<file path="config.mk">
export PLATFORM = sky130hd
export DESIGN_NAME = pipe_hazard_ctrl
export DESIGN_NICKNAME = d
export VERILOG_FILES = /design/src/rtl/pipe_hazard_ctrl.sv
export SDC_FILE = /design/constraint.sdc
export NUM_CORES = 1
export LEC_CHECK = 0
export CAP_MARGIN = 20
export CORE_AREA = 2 2 39 41
export DETAILED_ROUTE_END_ITERATION = 7
export DIE_AREA = 0 0 41 43
export PLACE_DENSITY = 0.71
export SYNTH_ARGS = -nofsm -noshare
export SYNTH_HDL_FRONTEND = slang
export SYNTH_SLANG_ARGS = --single-unit
export TNS_END_PERCENT = 5
</file>
<file path="constraint.sdc">
create_clock -name vclk -period 3.3
set_input_delay 0.33 -clock vclk [all_inputs]
set_output_delay 0.33 -clock vclk [all_outputs]
set_load 0.05 [all_outputs]
</file>
<file path="src/rtl/pipe_hazard_ctrl.sv">
// rtl/pipe_hazard_ctrl.sv - pipeline stall/refresh arbiter with divide sequencing
// Optional macro DIV_STALL_EN: multi-cycle divider FSM; undefined means a single-cycle divider.
module pipe_hazard_ctrl #(
  parameter int unsigned DIV_CYCLES = 33
) (
  input  logic       clk,
  input  logic       resetn,
  input  logic       id_rs_ren,
  input  logic       id_rt_ren,
  input  logic [5:0] id_rs,
  input  logic [5:0] id_rt,
  input  logic       ex_load,
  input  logic       ex_regwen,
  input  logic [5:0] ex_wreg,
  input  logic       ex_div,
  input  logic       inst_req,
  input  logic       inst_ok,
  input  logic       data_req,
  input  logic       data_ok,
  input  logic       mem_exc,
  output logic       pc_stall,
  output logic       ifid_stall,
  output logic       idex_stall,
  output logic       exmem_stall,
  output logic       memwb_stall,
  output logic       ifid_refresh,
  output logic       idex_refresh,
  output logic       exmem_refresh,
  output logic       memwb_refresh,
  output logic       div_busy,
  output logic       div_done
);

  logic data_st;
  logic div_st;
  logic lu_st;
  logic if_st;

  assign data_st = data_req & ~data_ok;
  assign if_st   = inst_req & ~inst_ok;
  assign lu_st   = ex_load & ex_regwen & (ex_wreg != 6'd0) &
                   ((id_rs_ren & (id_rs == ex_wreg)) | (id_rt_ren & (id_rt == ex_wreg)));

`ifdef DIV_STALL_EN
  typedef enum logic [1:0] {
    S_IDLE = 2'd0,
    S_DIV  = 2'd1,
    S_DONE = 2'd2
  } div_state_t;

  localparam logic [5:0] CNT_INIT = 6'(DIV_CYCLES - 2);

  div_state_t state, state_nxt;
  logic [5:0] cnt, cnt_nxt;

  always_ff @(posedge clk or negedge resetn) begin
    if (!resetn) begin
      state <= S_IDLE;
      cnt   <= 6'd0;
    end else begin
      state <= state_nxt;
      cnt   <= cnt_nxt;
    end
  end

  // A winning memory stall holds the divider exactly where it is, so no divide cycle is lost.
  always_comb begin
    state_nxt = state;
    cnt_nxt   = cnt;
    if (mem_exc) begin
      state_nxt = S_IDLE;
      cnt_nxt   = 6'd0;
    end else if (!data_st) begin
      case (state)
        S_IDLE: begin
          if (ex_div) begin
            state_nxt = S_DIV;
            cnt_nxt   = CNT_INIT;
          end
        end
        S_DIV: begin
          if (cnt != 6'd0) cnt_nxt = cnt - 6'd1;
          else state_nxt = S_DONE;
        end
        S_DONE:  state_nxt = S_IDLE;
        default: state_nxt = S_IDLE;
      endcase
    end
  end

  assign div_st   = ((state == S_IDLE) & ex_div) | (state == S_DIV);
  assign div_busy = (state == S_DIV);
  assign div_done = (state == S_DONE) & ~mem_exc;
`else
  logic unused_cfg;

  assign unused_cfg = ^{clk, 6'(DIV_CYCLES)};
  assign div_st     = 1'b0;
  assign div_busy   = 1'b0;
  assign div_done   = resetn & ex_div & ~data_st & ~mem_exc;
`endif

  // Only the highest-priority source drives the outputs; each stalls upstream, bubbles downstream.
  always_comb begin
    pc_stall      = 1'b0;
    ifid_stall    = 1'b0;
    idex_stall    = 1'b0;
    exmem_stall   = 1'b0;
    memwb_stall   = 1'b0;
    ifid_refresh  = 1'b0;
    idex_refresh  = 1'b0;
    exmem_refresh = 1'b0;
    memwb_refresh = 1'b0;
    if (!resetn) begin
      ifid_refresh  = 1'b1;
      idex_refresh  = 1'b1;
      exmem_refresh = 1'b1;
      memwb_refresh = 1'b1;
    end else if (mem_exc) begin
      ifid_refresh  = 1'b1;
      idex_refresh  = 1'b1;
      exmem_refresh = 1'b1;
    end else if (data_st) begin
      pc_stall      = 1'b1;
      ifid_stall    = 1'b1;
      idex_stall    = 1'b1;
      exmem_stall   = 1'b1;
      memwb_refresh = 1'b1;
    end else if (div_st) begin
      pc_stall      = 1'b1;
      ifid_stall    = 1'b1;
      idex_stall    = 1'b1;
      exmem_refresh = 1'b1;
    end else if (lu_st) begin
      pc_stall      = 1'b1;
      ifid_stall    = 1'b1;
      idex_refresh  = 1'b1;
    end else if (if_st) begin
      pc_stall      = 1'b1;
      ifid_refresh  = 1'b1;
    end
  end

endmodule

</file>
==> impl_metrics.env <==
export IMPL_grt_pass1_wl_mm=1.262
export IMPL_first_pass_iters=1
export IMPL_grt_pass1_vias=332
export IMPL_yosys_warnings=0
export IMPL_place_area_um2=630.6
export IMPL_ir_worst_vdd_mv=0.04385
export IMPL_final_area_um2=630.6
export IMPL_first_iter_violations=0
export IMPL_syn_area_um2=251.5
export IMPL_ctsResizeCount=0
export IMPL_num_rows=14
export IMPL_dieHeight_um=43
export IMPL_antenna_left=0
export IMPL_synth_top_area_frac=0.2090
export IMPL_hold_start="inst_req"
export IMPL_p_leak_nw=0.2367
export IMPL_hold_class="primary input to output pin"
export IMPL_drive_gt1_frac=0.02778
export IMPL_drc=0
export IMPL_worstSetupPathType="primary input to output pin"
export IMPL_nets=104
export IMPL_cts_setup_buffers=0
export IMPL_synthCells=36
export IMPL_yosysSeqAreaShare=0
export IMPL_postRouteWirelength_um=879
export IMPL_syn2layout_area_growth_pct=150.7
export IMPL_avgSynthCellArea_um2=6.986
export IMPL_fmaxAchievable_mhz=346.1
export IMPL_initial_core_util=0.1817
export IMPL_place_congestion=0.6584
export IMPL_maxSlewHeadroom=0.6662
export IMPL_period_share=0.8756
export IMPL_grt_max_degree=8
export IMPL_vias=380
export IMPL_holdWs_ns=1.442
export IMPL_grt_overflow=0
export IMPL_rsz0062_at_grt="false"
export IMPL_status="finished clean"
export IMPL_maxCapViolCount=0
export IMPL_port_buffers=38
export IMPL_hold_buffers=0
export IMPL_synth_top_cells_by_count="xnor2_1, xor2_1, buf_4, inv_1"
export IMPL_crit_required_ns=2.97
export IMPL_setup_viol_count_final=0
export IMPL_power_density_mw_per_mm2=142.2
export IMPL_critical_path_endpoint_type="output pin"
export IMPL_finalHoldViolCount=0
export IMPL_timing_final_max_slew_violations=0
export IMPL_diodes=0
export IMPL_synth_cell_type_count=19
export IMPL_synth_top_area_cell="xnor2_1"
export IMPL_critPathLaunch="ex_wreg[0]"
export IMPL_wire_per_inst_um=9.989
export IMPL_nFillCells=152
export IMPL_crit_path_max_fanout=4
export IMPL_avgViaCountPerCell=4.318
export IMPL_boundaryPins=41
export IMPL_dieArea_mm2=0.001763
export IMPL_antenna_found_initial=0
export IMPL_seq_cell_count=0
export IMPL_hpwl_um=812.8
export IMPL_worstMarginPinSlew_ns=0.4991
export IMPL_num_clock_buffers=0
export IMPL_core_mm2=0.001384
export IMPL_synthTopCellsByArea="xnor2_1, xor2_1, buf_4"
export IMPL_ff_latch_area_um2=0
export IMPL_fin_crit_ns=2.889
export IMPL_finalSetupTns_ns=0
export IMPL_startpoint_type="primary input"
export IMPL_chipWidth_um=41
export IMPL_globalRouteTotalUtil=0.09491
export IMPL_arrival_ns=2.56
-- area by class of cell --
| class | count | area (um2) | share of cell area |
|---|---|---|---|
| timing repair buffer | 38 | 377.9 | 0.5992 |
| inverter | 3 | 11.26 | 0.01786 |
| multi-input combinational | 31 | 221.5 | 0.3512 |
| tap | 16 | 20.02 | 0.03175 |
-- placed cells by master (no fill, tap or decap), drive strengths merged --
cell	count
nand2	1
o311a	1
inv	3
nor4	2
nand2b	1
xor2	6
xnor2	6
clkdlybuf4s50	37
nand4	2
nor2	1
or4	1
a21oi	1
a41o	1
and3	1
o21ai	3
nor2b	1
a31oi	1
buf	1
conb	2
-- metal layers --
layer | vias to the layer above | wire length, um | track usage
li1 | 195 | - | -
met1 | 164 | 348 | 0.1297
met2 | 21 | 419 | 0.1688
met3 | 0 | 111 | 0
met4 | 0 | 0 | 0
met5 | - | 0 | 0
-- logic make-up (layout without fill, tap and decap cells) --
family / Yosys count / in the layout / synth area share
xor+xnor: 12 / 12 / 0.4179
simple gates: 10 / 10 / 0.2338
compound gates: 7 / 7 / 0.1990
buf+inv: 6 / 41 / 0.1343
other cells: 1 / 2 / 0.01491
-- metrics by stage --
step,instances,utilization,power (mW),setup WS [ns]
2_1_floorplan,37,-,0.04271,0.9455
3_3_place_gp,88,0.4557,0.08964,0.3892
3_5_place_dp,88,0.4557,0.09023,0.3941
4_1_cts,88,0.4557,0.09055,0.3967
5_1_grt,88,0.4557,0.09592,0.3130
6_report,88,0.4557,0.08966,0.4105
-- critical path, stage by stage --
cell and delay, ns:
clkdlybuf4s50_1 0.46, or4_1 0.55, o311a_1 0.31, o21ai_2 0.09, a31oi_1 0.10, clkdlybuf4s50_1 0.71
-- path summary, 6_finish.rpt --
path	endpoint	slack (ns)	cells past startpoint
worst min-delay path	ifid_refresh	1.44	3
worst max-delay path	pc_stall	0.41	6
-- power by group --
group          internal, mW  switching [mW]
registers                 0               0
logic                0.0484          0.0413
clock network             0               0
No activity file was read; power rests on OpenSTA's default activity.
